--- src/rtl/aqp_esp_spi_phy.sv ---
// aqp_esp_spi_phy: ESP SPI mode-0 slave PHY; pins are synchronized into clk and framed into bytes.
// SYNC_STAGES must be at least 2.
module aqp_esp_spi_phy #(
    parameter int SYNC_STAGES = 2
) (
    input  logic       clk,
    input  logic       reset,
    input  logic       esp_ssel_n,
    input  logic       esp_sclk,
    input  logic       esp_mosi,
    output logic       esp_miso,
    output logic       msg_start,
    output logic       msg_end,
    output logic [7:0] rxdata,
    output logic       rxdata_valid,
    input  logic [7:0] txdata,
    output logic       txdata_ack
);
    logic [SYNC_STAGES-1:0] ssel_q, sclk_q, mosi_q;
    logic ssel_h_q, sclk_h_q;
    logic ssel_s, sclk_s, mosi_s;
    logic ssel_fall, ssel_rise, sclk_rise, sclk_fall;
    logic [2:0] cnt_q, cnt_d;
    logic [7:0] rx_q, rx_d, tx_q, tx_d, rxdata_q, rxdata_d;
    logic start_q, start_d, end_q, end_d, valid_q, valid_d, ack_q, ack_d;

    // Idle preload keeps a quiet bus from looking like an edge after reset.
    always_ff @(posedge clk or posedge reset) begin
        if (reset) begin
            ssel_q   <= '1;
            sclk_q   <= '0;
            mosi_q   <= '0;
            ssel_h_q <= 1'b1;
            sclk_h_q <= 1'b0;
        end else begin
            ssel_q   <= {ssel_q[SYNC_STAGES-2:0], esp_ssel_n};
            sclk_q   <= {sclk_q[SYNC_STAGES-2:0], esp_sclk};
            mosi_q   <= {mosi_q[SYNC_STAGES-2:0], esp_mosi};
            ssel_h_q <= ssel_q[SYNC_STAGES-1];
            sclk_h_q <= sclk_q[SYNC_STAGES-1];
        end
    end

    assign ssel_s    = ssel_q[SYNC_STAGES-1];
    assign sclk_s    = sclk_q[SYNC_STAGES-1];
    assign mosi_s    = mosi_q[SYNC_STAGES-1];
    assign ssel_fall = ssel_h_q & ~ssel_s;
    assign ssel_rise = ~ssel_h_q & ssel_s;
    assign sclk_rise = ~sclk_h_q & sclk_s;
    assign sclk_fall = sclk_h_q & ~sclk_s;

    // A deselect edge has ssel_s high, so it already blocks any coincident shift.
    always_comb begin
        cnt_d    = cnt_q;
        rx_d     = rx_q;
        tx_d     = tx_q;
        rxdata_d = rxdata_q;
        start_d  = ssel_fall;
        end_d    = ssel_rise;
        valid_d  = 1'b0;
        ack_d    = 1'b0;
        if (ssel_fall) begin
            cnt_d = 3'd0;
            rx_d  = 8'h00;
            tx_d  = txdata;
        end else if (!ssel_s && sclk_rise) begin
            rx_d  = {rx_q[6:0], mosi_s};
            cnt_d = cnt_q + 3'd1;
            if (cnt_q == 3'd7) begin
                rxdata_d = {rx_q[6:0], mosi_s};
                valid_d  = 1'b1;
                tx_d     = txdata;
                ack_d    = 1'b1;
            end
        end else if (!ssel_s && sclk_fall && cnt_q != 3'd0) begin
            tx_d = {tx_q[6:0], 1'b0};
        end
    end

    always_ff @(posedge clk or posedge reset) begin
        if (reset) begin
            cnt_q    <= 3'd0;
            rx_q     <= 8'h00;
            tx_q     <= 8'h00;
            rxdata_q <= 8'h00;
            start_q  <= 1'b0;
            end_q    <= 1'b0;
            valid_q  <= 1'b0;
            ack_q    <= 1'b0;
        end else begin
            cnt_q    <= cnt_d;
            rx_q     <= rx_d;
            tx_q     <= tx_d;
            rxdata_q <= rxdata_d;
            start_q  <= start_d;
            end_q    <= end_d;
            valid_q  <= valid_d;
            ack_q    <= ack_d;
        end
    end

    assign esp_miso     = ~ssel_s & tx_q[7];
    assign msg_start    = start_q;
    assign msg_end      = end_q;
    assign rxdata       = rxdata_q;
    assign rxdata_valid = valid_q;
    assign txdata_ack   = ack_q;
endmodule

--- config.mk ---
export PLATFORM = sky130hd
export DESIGN_NAME = aqp_esp_spi_phy
export DESIGN_NICKNAME = d
export VERILOG_FILES = /design/src/rtl/aqp_esp_spi_phy.sv
export SDC_FILE = /design/constraint.sdc
export NUM_CORES = 1
export LEC_CHECK = 0
export CAP_MARGIN = 25
export CORE_MARGIN = 2
export CORE_UTILIZATION = 25
export DETAILED_ROUTE_END_ITERATION = 7
export PLACE_DENSITY_LB_ADDON = 0.2
export SLEW_MARGIN = 0
export SYNTH_ARGS = -nofsm -noshare
export SYNTH_HDL_FRONTEND = slang
export SYNTH_SLANG_ARGS = --single-unit
--- constraint.sdc ---
create_clock -name clk -period 2.1 [get_ports clk]
set_input_delay 0.42 -clock clk [delete_from_list [all_inputs] [get_ports clk]]
set_output_delay 0.42 -clock clk [all_outputs]
set_load 0.02 [all_outputs]
==> flow_summary.toml <==
[run_status]
outcome = "complete, no violations"

[finish]
mostFrequentLayoutCells = "dfrtp_1 (34), clkdlybuf4s50_1 (25), mux2_2 (22), a22o_2 (6)"
area_growth_pct = 25.5
final_common_cell = "dfrtp_1"
drive_gt1_share_pct = 33.3
n_antenna_cell = 0
nNetsFinal = 147
nFillCells = 581
fin_util_pct = 32.4

[power]
pwr_density_cell_nw_per_um2 = 772
vdd_drop_max_v = 0.000348
p_leak_nw = 0.881

[sta]
finalHoldViolations = 0
slew_headroom_pct = 66.7
rsz0062_at_grt = "no"
setup_violations = 0
worst_pin_slew_ns = 0.500
layout_min_cycle_time_ns = 2.00
slew_violations = 0
fin_tns_setup_ns = 0
finalCritPeriodShare_pct = 95.0
timing.fmax_mhz = 501
fin_skew_ns = 0.00744

[worst_hold_path]
whs_endpoint = "mosi_q[1]"
worstHoldStart = "mosi_q[0]"
hp-class = "reg -> reg"
whs_path_depth = 0

[global_route]
grt_first_pass_wirelength_mm = 4.16
antenna_found_initial = 0
grtUsageTotal_pct = 8.44
grt_max_degree = 38
grt_pass1_vias = 902
gr-total-overflow = 0

[setup_path]
critPathLaunchType = "flip-flop"
ff2ff_path_depth = 5
timing.rr.start = "cnt_q[0]"
cp-end-kind = "primary output"
ff2ff_setup_slack_ns = 0.32
criticalPathCategory = "reg -> out"
cp.required_ns = 1.68
arrival_ns = 1.58
r2r_end = "tx_q[1]"
cp_max_fo = 11

[floorplanning]
die_y_um = 82.2
initial_core_util_pct = 25.8
die_x_um = 82.2
fp-row-count = 28
dieArea_sq_um = 6760
ios = 26
core_sq_um = 5920

[drt]
viasPerCell = 4.19
via_count = 867
drt_wl_total_mm = 2.42
avgRoutedWirePerCell_um = 11.7
drc = 0
ant_nets = 0
dr.first_iter.drc_count = 35
firstDrtPassIters = 4

[logic_synthesis]
synth_fa_ha_area_share_pct = 2.45
synth_xor_area_share_pct = 0
seq_area_frac_synth_pct = 60.8
synth_compound_area_share_pct = 8.50
netlist_area_sq_um = 1530
synth_seq_cells = 37
synth_mux_area_share_pct = 18.2
avgSynthCellArea_sq_um = 15.0
yosys_warnings = 0
synth_top_family_by_area = "multiplexers"
synthSimpleGateAreaFrac_pct = 6.21
synth.net_count = 118
syn_inst = 102
yosysUniqueCellTypes = 23

[placement]
dpl.hpwl_mm = 1.65
gp_congestion = 0.692
io_buffers = 25

[clock_network]
clkTransAtPathRegs_ns = 0.07
cts_setup_buffers = 0
root_buffer = "clkbuf_8"
cts_sinks = 37
cts_hold_buf = 0
insertion_delay_ns = 0.28
cts_buffers = 5
htreeDepth = 2
clockBufferDepth = 2
ctsResizeCount = 0
cts_tree = "yes"

[flow_run]
drv_cap = 0
cells by family after synthesis:
logic type,Yosys count
flops,37
buf+inv,9
fa+ha+maj,3
mux,24
compound gates,15
simple gates,14
worst max-delay path, cell delays in order (launching register included):
cell and delay [ns]:
dfstp_2 0.67, nor2b_1 0.08, clkdlybuf4s50_1 0.55
final cells by class:
| class | instances | area (sq um) | area share, % |
|---|---|---|---|
| clock buffers | 8 | 80.1 | 4.17 |
| inverters | 5 | 18.8 | 0.977 |
| multi-input cells | 56 | 541 | 28.1 |
| flip-flops and latches | 37 | 930 | 48.4 |
| well taps | 75 | 93.8 | 4.89 |
| repair buffers | 26 | 258 | 13.4 |
cells in the mapped netlist, drive strengths merged:
cell type / instances / share of area (%)
a22o: 6 / 3.9
nand2: 4 / 1.5
nor2: 2 / 0.49
mux2: 24 / 18
and2b: 2 / 1.1
o21ai: 3 / 0.98
a21oi: 2 / 0.90
nand3b: 1 / 0.49
nand2b: 2 / 0.82
inv: 5 / 1.2
ha: 3 / 2.5
a22oi: 3 / 1.5
nor2b: 2 / 0.82
nor3: 1 / 1.1
buf: 4 / 2.7
dfstp: 3 / 5.2
o21bai: 1 / 1.2
dfrtp: 34 / 56
report_power, final:
group,total (W),internal (W),switching (W)
Sequential,0.000826,0.000783,0.0000426
Clock,0.000466,0.000236,0.000230
Combinational,0.000192,0.000122,0.0000701
routing by layer:
| layer | vias to the layer above | track usage [%] | wire (um) |
|---|---|---|---|
| met5 | - | 0 | 0 |
| met4 | 0 | 5.00 | 54 |
| met3 | 6 | 3.70 | 142 |
| met2 | 23 | 12.7 | 1110 |
| met1 | 422 | 9.95 | 1110 |
| li1 | 416 | - | - |
how the worst max path moves through the flow:
stage               slack, ns  cells after the start       from  endpoint
global route             0.02                      2  ssel_q[1]  esp_miso
global placement         0.36                      4  sclk_q[1]   tx_q[2]
CTS                      0.07                      2  ssel_q[1]  esp_miso
detailed placement       0.32                      5   cnt_q[0]   tx_q[5]
finish                   0.10                      2  ssel_q[1]  esp_miso
floorplan                0.49                      5  ssel_q[1]   tx_q[1]
through the flow:
step | total power, W | worst slack, ns | hold WS (ns) | area, sq um | cells
after floorplan | 0.000971 | 0.486 | 0.331 | 1530 | 102
after global placement | 0.00103 | 0.356 | 0.335 | 1840 | 199
after detailed placement | 0.00104 | 0.320 | 0.335 | 1840 | 199
after CTS | 0.00150 | 0.0735 | 0.350 | 1920 | 207
after global routing | 0.00156 | 0.0225 | 0.362 | 1920 | 207
final | 0.00148 | 0.104 | 0.344 | 1920 | 207
registers in the layout, indices dropped and copies added, names as in the netlist, 2 cells and up:
name / count
ssel_q: 2
sclk_q: 2
rxdata: 8
cnt_q: 3
mosi_q: 2
rx_q: 7
tx_q: 8
Power figures use the tool's default switching activity.
